==> src/rtl/jk_pkg.sv <==
// Shared J/K command encoding for the JK storage elements and the counters
// that drive them.
package jk_pkg;

    typedef logic [1:0] jk_cmd_t;

    localparam jk_cmd_t JK_HOLD = 2'b00;
    localparam jk_cmd_t JK_CLR  = 2'b01;
    localparam jk_cmd_t JK_SET  = 2'b10;
    localparam jk_cmd_t JK_TGL  = 2'b11;

endpackage

==> src/rtl/jk_ff.sv <==
// Edge-triggered JK flip-flop with asynchronous active-high reset (q=0, qbar=1).
module jk_ff
    import jk_pkg::*;
(
    input  logic clk,
    input  logic rst,
    input  logic j,
    input  logic k,
    output logic q,
    output logic qbar
);

    logic r_q;

    always_ff @(posedge clk or posedge rst) begin
        if (rst) begin
            r_q <= 1'b0;
        end else begin
            case (jk_cmd_t'({j, k}))
                JK_HOLD: r_q <= r_q;
                JK_CLR:  r_q <= 1'b0;
                JK_SET:  r_q <= 1'b1;
                default: r_q <= ~r_q;
            endcase
        end
    end

    assign q    = r_q;
    assign qbar = ~r_q;

endmodule

==> src/rtl/jk_mod_counter.sv <==
// Modulo-MODULUS up/down counter built from JK flip-flops, with parallel load,
// cascadable terminal count, registered wrap pulse and sticky illegal-load flag.
module jk_mod_counter
    import jk_pkg::*;
#(
    parameter int WIDTH   = 4,
    parameter int MODULUS = 10
) (
    input  logic             clk,
    input  logic             rst,
    input  logic             en,
    input  logic             up,
    input  logic             load,
    input  logic [WIDTH-1:0] din,
    output logic [WIDTH-1:0] count,
    output logic             tc,
    output logic             wrap,
    output logic             err
);

    localparam logic [WIDTH:0] MOD_EXT = (WIDTH+1)'(MODULUS);
    localparam logic [WIDTH:0] MAX_EXT = (WIDTH+1)'(MODULUS - 1);
    localparam logic [WIDTH:0] ONE_EXT = (WIDTH+1)'(1);

    logic [WIDTH-1:0] w_q;
    logic [WIDTH-1:0] w_qbar;
    logic [WIDTH-1:0] w_next;
    logic [WIDTH-1:0] w_diff;
    logic [WIDTH:0]   w_cur_ext;
    logic [WIDTH:0]   w_din_ext;
    logic [WIDTH:0]   w_inc;
    logic [WIDTH:0]   w_dec;
    logic             w_in_range;
    logic             w_at_max;
    logic             w_at_zero;
    logic             w_din_legal;
    logic             w_count_wrap;
    jk_cmd_t          w_cmd [WIDTH];

    logic r_wrap;
    logic r_err;

    // Candidates are one bit wider so the modulo compare sees the carry/borrow.
    assign w_cur_ext   = {1'b0, w_q};
    assign w_din_ext   = {1'b0, din};
    assign w_inc       = w_cur_ext + ONE_EXT;
    assign w_dec       = w_cur_ext - ONE_EXT;
    assign w_in_range  = (w_cur_ext < MOD_EXT);
    assign w_at_max    = (w_cur_ext == MAX_EXT);
    assign w_at_zero   = &w_qbar;
    assign w_din_legal = (w_din_ext < MOD_EXT);

    always_comb begin
        w_next       = w_q;
        w_count_wrap = 1'b0;
        if (up) begin
            if (!w_in_range) begin
                w_next = '0;
            end else if (w_inc == MOD_EXT) begin
                w_next       = '0;
                w_count_wrap = 1'b1;
            end else begin
                w_next = w_inc[WIDTH-1:0];
            end
        end else begin
            if (!w_in_range) begin
                w_next = MAX_EXT[WIDTH-1:0];
            end else if (w_dec[WIDTH]) begin
                w_next       = MAX_EXT[WIDTH-1:0];
                w_count_wrap = 1'b1;
            end else begin
                w_next = w_dec[WIDTH-1:0];
            end
        end
    end

    assign w_diff = w_next ^ w_q;

    // An illegal load leaves every bit on HOLD and suppresses counting too.
    always_comb begin
        for (int i = 0; i < WIDTH; i++) begin
            w_cmd[i] = JK_HOLD;
            if (load) begin
                if (w_din_legal) begin
                    w_cmd[i] = {din[i], ~din[i]};
                end
            end else if (en) begin
                w_cmd[i] = {w_diff[i], w_diff[i]};
            end
        end
    end

    for (genvar g = 0; g < WIDTH; g++) begin : g_bit
        jk_ff u_ff (
            .clk  (clk),
            .rst  (rst),
            .j    (w_cmd[g][1]),
            .k    (w_cmd[g][0]),
            .q    (w_q[g]),
            .qbar (w_qbar[g])
        );
    end

    always_ff @(posedge clk or posedge rst) begin
        if (rst) begin
            r_wrap <= 1'b0;
            r_err  <= 1'b0;
        end else begin
            r_wrap <= !load && en && w_count_wrap;
            if (load && !w_din_legal) begin
                r_err <= 1'b1;
            end
        end
    end

    assign count = w_q;
    assign tc    = en & ((up & w_at_max) | (~up & w_at_zero));
    assign wrap  = r_wrap;
    assign err   = r_err;

endmodule
==> config.mk <==
export PLATFORM = sky130hd
export DESIGN_NAME = jk_mod_counter
export DESIGN_NICKNAME = d
export VERILOG_FILES = /design/src/rtl/jk_pkg.sv /design/src/rtl/jk_ff.sv /design/src/rtl/jk_mod_counter.sv
export SDC_FILE = /design/constraint.sdc
export NUM_CORES = 1
export LEC_CHECK = 0
export CAP_MARGIN = 10
export CORE_AREA = 2 2 43 53
export CTS_CLUSTER_SIZE = 20
export DETAILED_ROUTE_END_ITERATION = 8
export DIE_AREA = 0 0 45 55
export PLACE_DENSITY = 0.71
export SETUP_SLACK_MARGIN = 0.3
export SLEW_MARGIN = 20
export SYNTH_ARGS = -nofsm -noshare
export SYNTH_HDL_FRONTEND = slang
export SYNTH_SLANG_ARGS = --single-unit
==> constraint.sdc <==
create_clock -name clk -period 2.9 [get_ports clk]
set_clock_uncertainty 0.1 [all_clocks]
set_input_delay 0.58 -clock clk [delete_from_list [all_inputs] [get_ports clk]]
set_output_delay 0.58 -clock clk [all_outputs]
set_load 0.02 [all_outputs]
==> run summary <==
standard-cell rows - 18
max_cap viols - 0
Leak - 0.518 nW
routed len/inst - 15.9 um
pin count of the biggest net entering global routing - 15
share of post-route cells with drive strength above 1 - 26.7%
TritonRoute pass-1 iters - 4
Hold-fix buffers, CTS - 0
clk slew on worst S/H paths - 0.05 ns
Final ANT Viol Nets - 0
CTS Buf Count - 3
Worst-Skew Late Latency - 0.25 ns
Worst-Margin Slew - 0.452 ns
minimum clock period - 2.62 ns
global-route usage over all layers - 20.7%
worst r2r src - g_bit[1].u_ff.q$_DFFE_PP0P_
Power, Total - 1.01 mW
CTS root buf - clkbuf_4
max-slew violations - 0
Syn. warnings - 0
clk sink count - 6
Core Area - 0.00198 mm2
hold path startpoint - err$_DFFE_PP0P_
Syn Inst Count - 105
Placed Area - 0.00107 mm2
DP Wirelength - 1720 um
initial drt markers - 25
Final Hold Slack - 0.378 ns
DIE AREA - 0.00248 mm2
sequential share of the synthesized area - 17.5%
GRT Residual Overflow - 0
Yosys reg bits - 6
flop2flop setup slack - 0.28 ns
global-route wire length before repair - 3760 um
hold worst-path end - err$_DFFE_PP0P_
GP Congestion - 0.770
crit end category - flip-flop
worst path required time - 2.93 ns
Distinct cells, synth - 38
Vias - 943
Clock Path Buffers - 2
Total Nets Final - 155
Power Density - 834 mW/mm2
Die W - 45 um
CP startpoint kind - flip-flop
antenna violations before repair - 0
Diodes inserted - 0
R2R cell count - 9
vias per cell - 6.25
fin util - 61.0%
Synth Cell Area - 860 um2
Initial Util - 43.4%
fillcell total - 182
DRC violations left - 0
r2r endpoint - g_bit[1].u_ff.q$_DFFE_PP0P_
post-route cell area - 0.00121 mm2
Critical Path AT - 2.65 ns
Max rail drop VDD - 529 uV
chip height - 55 um
htree depth - 1
fin crit share - 90.4%
final setup vio count - 0
final WL - 2410 um
RSZ-0062 raised after global routing - yes
number of port buffers - 15
Area growth, synth to finish - 40.8%
Worst slew margin - 69.8%
Avg Synthesized Cell Area - 8.19 um2
maximum fanout along the worst path - 4
Setup Crit Path Kind - flip-flop to flip-flop
Min-Delay Path Class - flip-flop to flip-flop
Final Hold Fails - 0
Mapped Nets - 127
WHS Path Cells - 1
run status - completed
vias in the first global route - 910
Fmax - 381 MHz
CTS tree - built
IO Pins - 16
[layout by cell type, fill, tap and decap left out, types with 2 or more instances in the layout]
| master | count |
|---|---|
| buf_4 | 15 |
| clkdlybuf4s50_1 | 13 |
| ha_1 | 10 |
| nor2_1 | 8 |
| nor3b_1 | 8 |
| nand2_1 | 8 |
| a21oi_1 | 5 |
| dfrtp_1 | 5 |
| a221o_1 | 4 |
| o21ai_0 | 4 |
| nor2b_1 | 4 |
| inv_1 | 3 |
| a211oi_1 | 3 |
| a31oi_1 | 3 |
| clkbuf_4 | 3 |
| a21o_1 | 2 |
| ha_4 | 2 |
| dlygate4sd2_1 | 2 |
[cell type report]
class | instances | area, um2 | area share [%]
multi-input combinational | 86 | 718 | 59.4
tap | 20 | 25.0 | 2.07
timing repair buffer | 31 | 272 | 22.4
inverter | 5 | 21.3 | 1.76
sequential | 6 | 151 | 12.5
clock buffer | 3 | 22.5 | 1.86
[critical path, cell delays in order, from the launching register on]
cell     delay [ns]
dfrtp_2        0.44
inv_4          0.09
ha_4           0.14
or4b_4         0.47
nand4_1        0.15
mux2i_4        0.10
or3_1          0.32
ha_1           0.29
nor3b_1        0.14
a221o_1        0.26
[cells by family (layout without fill, tap and decap cells)]
group,after synthesis,in the layout,synth area share (%)
AND/OR/NAND/NOR,39,39,26.5
adder cells (fa/ha/maj),13,13,18.9
XOR/XNOR,1,1,1.02
flip-flops,6,6,17.5
buffers and inverters,13,39,7.72
multiplexers,1,1,1.16
AO/OA/AOI/OAI,32,32,27.2
[worst max path at each step]
stage,start,to
after floorplan,g_bit[1].u_ff.q$_DFFE_PP0P_,g_bit[1].u_ff.q$_DFFE_PP0P_
final,g_bit[1].u_ff.q$_DFFE_PP0P_,g_bit[1].u_ff.q$_DFFE_PP0P_
after detailed placement,up,g_bit[1].u_ff.q$_DFFE_PP0P_
after CTS,g_bit[1].u_ff.q$_DFFE_PP0P_,g_bit[1].u_ff.q$_DFFE_PP0P_
after global routing,g_bit[0].u_ff.q$_DFFE_PP0P_,g_bit[1].u_ff.q$_DFFE_PP0P_
after global placement,up,g_bit[1].u_ff.q$_DFFE_PP0P_
[cells in the mapped netlist]
| cell type | instances | area share (%) |
|---|---|---|
| a31oi_1 | 3 | 2.2 |
| buf_4 | 4 | 3.5 |
| mux2i_1 | 1 | 1.2 |
| dfrtp_1 | 6 | 17 |
| ha_1 | 13 | 19 |
| a211oi_1 | 3 | 2.6 |
| o221a_2 | 1 | 1.3 |
| a21oi_1 | 6 | 3.5 |
| clkbuf_1 | 2 | 0.87 |
| a221oi_1 | 1 | 1.0 |
| nand3b_1 | 1 | 0.87 |
| a31o_2 | 1 | 1.0 |
| inv_1 | 5 | 2.2 |
| or3_1 | 1 | 0.73 |
| a21o_1 | 2 | 1.7 |
| nand3_1 | 1 | 0.58 |
| o32ai_1 | 1 | 1.0 |
| buf_2 | 2 | 1.2 |
| o21bai_1 | 1 | 0.87 |
| o32ai_2 | 1 | 1.9 |
| o21ai_0 | 4 | 2.3 |
| o22ai_1 | 1 | 0.73 |
| or3b_1 | 1 | 1.0 |
| a221o_1 | 4 | 4.7 |
| nand2_1 | 8 | 3.5 |
| a21boi_0 | 1 | 0.87 |
| nor2b_1 | 5 | 3.6 |
| nor3b_1 | 8 | 7.0 |
| nor4b_1 | 1 | 1.0 |
| nand2b_1 | 1 | 0.73 |
| o21ai_1 | 1 | 0.58 |
| xnor2_1 | 1 | 1.0 |
| nor3_1 | 1 | 0.58 |
| a22oi_1 | 1 | 0.87 |
| or4b_4 | 1 | 1.6 |
| nor2_1 | 8 | 3.5 |
| nand4_1 | 1 | 0.73 |
| nand4b_1 | 1 | 1.0 |
[state kept, by name, summed over array words and instances (netlist names)]
signal and flops:
g_bit.u_ff.q 4, err 1, wrap 1
[per-stage QoR]
step / setup TNS, ns / setup slack, ns / std cells
2_1_floorplan: 0 / 0.304 / 105
3_3_place_gp: -0.127 / -0.0465 / 141
3_5_place_dp: -0.299 / -0.171 / 141
4_1_cts: 0 / 0.304 / 149
5_1_grt: 0 / 0.166 / 151
6_report: 0 / 0.278 / 151
[routing by layer]
layer	GRT usage (%)	vias up	part of all wire [%]
li1	-	446	-
met1	20.7	443	38
met2	38.6	44	54
met3	4.87	10	4.9
met4	11.8	0	3.7
met5	0	-	0
[report_power, final]
part | internal (mW) | switching [mW]
logic | 0.382 | 0.377
clock network | 0.0470 | 0.0330
registers | 0.114 | 0.0563
total | 0.543 | 0.466
[what timing repair did]
action	in CTS	in global routing
cloned	0	0
setup buffers	5	2
gates resized for setup	8	8
pin swaps	1	1
endpoints found under the setup margin	4	3
hold endpoints to repair	0	0
(Power assumes the default switching activity.)
